[config.mk]
export PLATFORM = sky130hd
export DESIGN_NAME = spi_inert_mstr_flat
export DESIGN_NICKNAME = d
export VERILOG_FILES = /design/src/rtl/spi_inert_mstr_if.sv /design/src/rtl/spi_inert_mstr.sv /design/src/flat_wrapper.sv
export SDC_FILE = /design/constraint.sdc
export NUM_CORES = 1
export LEC_CHECK = 0
export ABC_CLOCK_PERIOD_IN_PS = 2700
export BUFFER_PORTS_ARGS = -buffer_cell sky130_fd_sc_hd__buf_2
export CORE_ASPECT_RATIO = 0.5
export CORE_MARGIN = 2
export CORE_UTILIZATION = 50
export DETAILED_ROUTE_END_ITERATION = 8
export MAX_ROUTING_LAYER = met4
export PLACE_DENSITY_LB_ADDON = 0.05
export SETUP_SLACK_MARGIN = 0.05
export SLEW_MARGIN = 20
export SYNTH_ARGS = -nofsm -noshare
export SYNTH_HDL_FRONTEND = slang
export SYNTH_SLANG_ARGS = --single-unit
[constraint.sdc]
create_clock -name clk -period 2.7 [get_ports clk]
set_input_delay 0.54 -clock clk [delete_from_list [all_inputs] [get_ports clk]]
set_output_delay 0.54 -clock clk [all_outputs]
set_load 0.005 [all_outputs]
[src/rtl/spi_inert_mstr_if.sv]
// spi_inert_mstr_if
//   Groups the inertial-interface handshake (wrt/cmd/done/rd_data) with the
//   four SPI pins of the sensor link.
//   master modport: the SPI master side (drives SS_n/SCLK/MOSI, done, rd_data)
//   slave  modport: the environment side (drives wrt, cmd and MISO)
interface spi_inert_mstr_if;
  logic        wrt;
  logic [15:0] cmd;
  logic        done;
  logic [7:0]  rd_data;
  logic        SS_n;
  logic        SCLK;
  logic        MOSI;
  logic        MISO;

  modport master (input wrt, cmd, MISO, output done, rd_data, SS_n, SCLK, MOSI);
  modport slave  (output wrt, cmd, MISO, input done, rd_data, SS_n, SCLK, MOSI);
endinterface

[src/rtl/spi_inert_mstr.sv]
// spi_inert_mstr
//   16-bit SPI master (mode 3, MSB first) feeding the 6-axis inertial sensor.
//   One accepted wrt runs one full-duplex frame: cmd is shifted out on MOSI and
//   the received word's low byte is returned on rd_data when done rises.
// Ports
//   clk    : system clock
//   rst_n  : asynchronous active-low reset
//   bus    : spi_inert_mstr_if.master
//            wrt/cmd in, done/rd_data out, SS_n/SCLK/MOSI out, MISO in
module spi_inert_mstr #(
  parameter int SCLK_DIV = 32
) (
  input  logic                    clk,
  input  logic                    rst_n,
  spi_inert_mstr_if.master        bus
);

  localparam int CW = $clog2(SCLK_DIV);
  localparam logic [CW-1:0] HALF    = CW'(SCLK_DIV / 2);
  localparam logic [CW-1:0] HALF_M1 = CW'(SCLK_DIV / 2 - 1);

  localparam logic [1:0] IDLE  = 2'd0;
  localparam logic [1:0] FRONT = 2'd1;
  localparam logic [1:0] SHIFT = 2'd2;
  localparam logic [1:0] BACK  = 2'd3;

  logic [1:0]    r_state;
  logic [CW-1:0] r_cnt;
  logic [4:0]    r_bit_cnt;   // SCLK rises seen this frame, 0..16
  logic [15:0]   r_shft;
  logic          r_smpl;
  logic          r_ss_n;
  logic          r_sclk;
  logic          r_done;
  logic [15:0]   w_shft_nxt;

  assign w_shft_nxt  = {r_shft[14:0], r_smpl};

  assign bus.SS_n    = r_ss_n;
  assign bus.SCLK    = r_sclk;
  assign bus.MOSI    = r_shft[15];
  assign bus.done    = r_done;
  assign bus.rd_data = r_shft[7:0];

  always_ff @(posedge clk or negedge rst_n) begin
    if (!rst_n) begin
      r_state   <= IDLE;
      r_cnt     <= '0;
      r_bit_cnt <= '0;
      r_shft    <= '0;
      r_smpl    <= 1'b0;
      r_ss_n    <= 1'b1;
      r_sclk    <= 1'b1;
      r_done    <= 1'b0;
    end else begin
      case (r_state)
        IDLE: begin
          if (bus.wrt) begin
            r_shft    <= bus.cmd;
            r_done    <= 1'b0;
            r_ss_n    <= 1'b0;
            r_cnt     <= '0;
            r_bit_cnt <= '0;
            r_state   <= FRONT;
          end
        end
        // Half period of idle-high SCLK so cmd[15] is set up before the first fall.
        FRONT: begin
          if (r_cnt == HALF_M1) begin
            r_cnt   <= '0;
            r_sclk  <= 1'b0;
            r_state <= SHIFT;
          end else begin
            r_cnt <= r_cnt + CW'(1);
          end
        end
        // Phase is tracked by r_sclk itself; the first fall came from FRONT,
        // so every fall issued here is fall 2..16 and carries a shift.
        SHIFT: begin
          if (r_cnt == HALF_M1) begin
            r_cnt <= '0;
            if (!r_sclk) begin
              r_sclk    <= 1'b1;
              r_smpl    <= bus.MISO;
              r_bit_cnt <= r_bit_cnt + 5'd1;
            end else if (r_bit_cnt == 5'd16) begin
              r_state <= BACK;          // SCLK stays high, no 17th fall
            end else begin
              r_sclk <= 1'b0;
              r_shft <= w_shft_nxt;
            end
          end else begin
            r_cnt <= r_cnt + CW'(1);
          end
        end
        // Half period of SS hold time, then one edge that lands the last
        // sample, releases SS_n and flags done together.
        BACK: begin
          if (r_cnt == HALF) begin
            r_shft  <= w_shft_nxt;
            r_ss_n  <= 1'b1;
            r_done  <= 1'b1;
            r_cnt   <= '0;
            r_state <= IDLE;
          end else begin
            r_cnt <= r_cnt + CW'(1);
          end
        end
        default: r_state <= IDLE;
      endcase
    end
  end

endmodule

[src/flat_wrapper.sv]
// flat-port wrapper written by rule: the top's interface ports become plain ports
module spi_inert_mstr_flat 
#(
  parameter int SCLK_DIV = 32
)
  (clk, rst_n, bus_wrt, bus_cmd, bus_MISO, bus_done, bus_rd_data, bus_SS_n, bus_SCLK, bus_MOSI);
  spi_inert_mstr_if bus_i ();
  input  logic clk;
  input  logic rst_n;
  input wire logic [$bits(bus_i.wrt)-1:0] bus_wrt;
  input wire logic [$bits(bus_i.cmd)-1:0] bus_cmd;
  input wire logic [$bits(bus_i.MISO)-1:0] bus_MISO;
  output wire logic [$bits(bus_i.done)-1:0] bus_done;
  output wire logic [$bits(bus_i.rd_data)-1:0] bus_rd_data;
  output wire logic [$bits(bus_i.SS_n)-1:0] bus_SS_n;
  output wire logic [$bits(bus_i.SCLK)-1:0] bus_SCLK;
  output wire logic [$bits(bus_i.MOSI)-1:0] bus_MOSI;
  assign bus_i.wrt = bus_wrt;
  assign bus_i.cmd = bus_cmd;
  assign bus_i.MISO = bus_MISO;
  assign bus_done = bus_i.done;
  assign bus_rd_data = bus_i.rd_data;
  assign bus_SS_n = bus_i.SS_n;
  assign bus_SCLK = bus_i.SCLK;
  assign bus_MOSI = bus_i.MOSI;
  spi_inert_mstr #(.SCLK_DIV(SCLK_DIV)) u_core (.clk(clk), .rst_n(rst_n), .bus(bus_i));
endmodule
==> results by group <==
Die
  – Placeable Area: approximately 3500 µm²
  – IO Pins: 32
  – Cell row count: 15
  – Initial Util: 0.538
  – Die H: ~48 µm
  – Die area: ~4300 µm²
  – Die X-Extent: roughly 91 µm

STA
  – Final Max Slew Viols: 0
  – Setup violation total in the final timing report: 0
  – Clock Skew: roughly 5.5 ps
  – Fin Setup TNS: 0 ps
  – Tightest Pin Transition: about 800 ps
  – Tcrit/Tclk final: 0.799
  – Max_slew headroom: 0.481
  – RSZ-0062 raised after global routing: no
  – Final Hold Vio Count: 0
  – Fmax: about 460 MHz
  – Fin crit period: between 2000 and 2500 ps

Logic synthesis
  – Synth warn: 0
  – Sequential share of the synthesized area: 0.423
  – Synthesized area: roughly 1900 µm²
  – Yosys cell types: 38
  – Mapped Nets: between 200 and 250
  – Synth Instances: ~180
  – Avg Cell Area, Syn: around 10 µm²
  – Synthesized flop and latch total: 32

Drt
  – 1st-pass router iterations: 4
  – DR WL/cell: about 14 µm
  – WL final: about 3.6 mm
  – Vias post-DR: roughly 1,400
  – Final antenna-violating net count: 0
  – 1st-iter DRT viols: 64
  – Via-to-Cell Ratio: between 5 and 6
  – DR DRC count: 0

Cells and area
  – Share of cells above drive strength 1: 0.290
  – Growth of design area from synthesis to finish: 12.5%
  – Area occupied by registers: 803 µm²
  – Fillers: 326
  – # nets final: approximately 240
  – Multi-input combinational cell area: roughly 950 µm²
  – Antenna Cells: 0
  – Most frequent cells in the layout: 31 x a21oi_1, 31 x buf_2, 30 x dfrtp_1
  – Post-route cell area: between 2000 and 2500 µm²

CTS
  – CTS max path bufs: 2
  – CTS tree: done
  – Hold buffer count at cts: 0
  – # H-tree levels: 2
  – Inserted Clock Buffers: 5
  – Clock-pin slew on the worst setup and hold paths: 70 ps
  – Clk_lat worst skew: about 280 ps
  – Resized cells post-CTS: 0
  – Post-CTS Setup Inserts: 0
  – Clk sink count: 32
  – Root buffer selected by CTS: clkbuf_8

Power
  – Leakage: 0.976 nW
  – P per Cell Area: between 400 and 500 nW/µm²
  – Peak VDD IR: a little under 0.3 mV
  – Final Power: 960 µW

Setup path
  – Req. time, crit path: 2830 ps
  – CP startpoint kind: flip-flop
  – Crit Path Max Fanout: 16
  – Crit path DAT: 2290 ps
  – Crit Path Class: reg2reg
  – Crit end category: flip-flop

Placed design
  – I/O Buffers: 31
  – Hpwl dp: around 2.5 mm
  – GP Congestion: 0.809
  – DP Area: 2030 µm²

Min path
  – Worst Hold Class: in2async

GRT
  – Largest net degree at the start of global routing: 33
  – Total global routing overflow: 0
  – GRT Overall Usage: 0.192
  – Initial antenna violation count: 0
  – First-pass GRT wire length: roughly 6.0 mm
  – Number of global-route vias before repair: 1,309

Flow run
  – Max Cap Violations: 0

Outcome
  – Outcome: completed
## per-stage QoR
stage	hold WS (ps)	std cells	setup WS [ps]	utilization
detailed placement	468	253	515	0.575
global route	363	261	263	0.605
global placement	458	253	590	0.575
finish	304	261	542	0.605
CTS	331	261	511	0.605
floorplan	244	183	861	-
## layout make-up
type	count	area share
Clock buffer	6	0.0340
Clock inverter	2	0.0164
Inverter	10	0.0176
Multi-Input combinational cell	126	0.443
Sequential cell	32	0.376
Tap cell	51	0.0299
Timing Repair Buffer	34	0.0832
## Yosys cell counts (all sizes together)
cell     number  share of area
and3b         1         0.0046
nor3          1         0.0026
a2bb2oi       2         0.0092
nand2        11          0.022
dfrtp        30           0.40
nand3b        1         0.0040
o21ai         7          0.018
a22o          1         0.0046
mux2          3          0.018
nand3         4          0.011
nand4bb       1          0.014
o211ai        1         0.0040
a21oi        41           0.13
a31oi         1         0.0033
nand2b        2         0.0066
or3           3         0.0099
a21o          2         0.0079
mux2i        16          0.084
inv          10          0.020
buf          15          0.059
and4bb        1         0.0066
ha           10          0.066
and2          2         0.0066
nor2b         2         0.0066
a2111oi       1         0.0046
a211oi        2          0.014
o31ai         2          0.015
a221o         1         0.0053
nand4b        1         0.0046
nor2          5          0.011
and4b         1         0.0053
dfstp         2          0.028
## registers in the layout, summed over array words and instances, names as in the netlist
name,cells
u_core.r_state,2
u_core.r_shft,16
u_core.r_bit_cnt,5
u_core.bus.SS_n,1
u_core.r_smpl,1
u_core.bus.SCLK,1
u_core.r_cnt,5
u_core.bus.done,1
## where the power goes
part | total, mW | switching, mW | internal, mW
sequential | 0.480 | 0.000311 | 0.480
combinational | 0.0247 | 0.0136 | 0.0110
clock | 0.455 | 0.181 | 0.274
total | 0.960 | 0.195 | 0.765
## kinds of logic after synthesis
logic type	count (synthesis)	share of synthesized area
and+or+nand+nor	36	0.115
AOI/OAI and AO/OA	61	0.215
buffers and inverters	25	0.0790
adders and majority gates	10	0.0659
DFF	32	0.423
muxes	19	0.102
## path summary, 6_finish.rpt
kind | cells past startpoint | end | slack (ps) | startpoint
setup / recovery | 6 | u_core.r_shft[12] | 540 | u_core.r_state[0]
hold / removal | 1 | u_core.r_cnt[4] | 300 | rst_n
setup reg to reg | 6 | u_core.r_shft[12] | 540 | u_core.r_state[0]
hold reg to reg | 2 | u_core.bus.SS_n | 470 | u_core.bus.SS_n
max in group asynchronous | 1 | u_core.bus.done | 1920 | rst_n
min in group clk | 2 | u_core.bus.SS_n | 470 | u_core.bus.SS_n
## routing by layer
| metal | part of all wire | global-route usage | up-vias |
|---|---|---|---|
| met4 | 0.010 | 0.0545 | 0 |
| met1 | 0.51 | 0.236 | 654 |
| met2 | 0.44 | 0.313 | 30 |
| met5 | 0 | - | - |
| met3 | 0.045 | 0.0646 | 4 |
| li1 | - | - | 697 |
## critical path, cell delays in order, from the launching register on
cell and delay, ps:
dfrtp_1 390, inv_1 100, ha_1 240, nor2b_1 230, a211oi_4 240, and2_1 660, a21oi_1 140
Note: power is estimated with default switching activity, not from simulation.
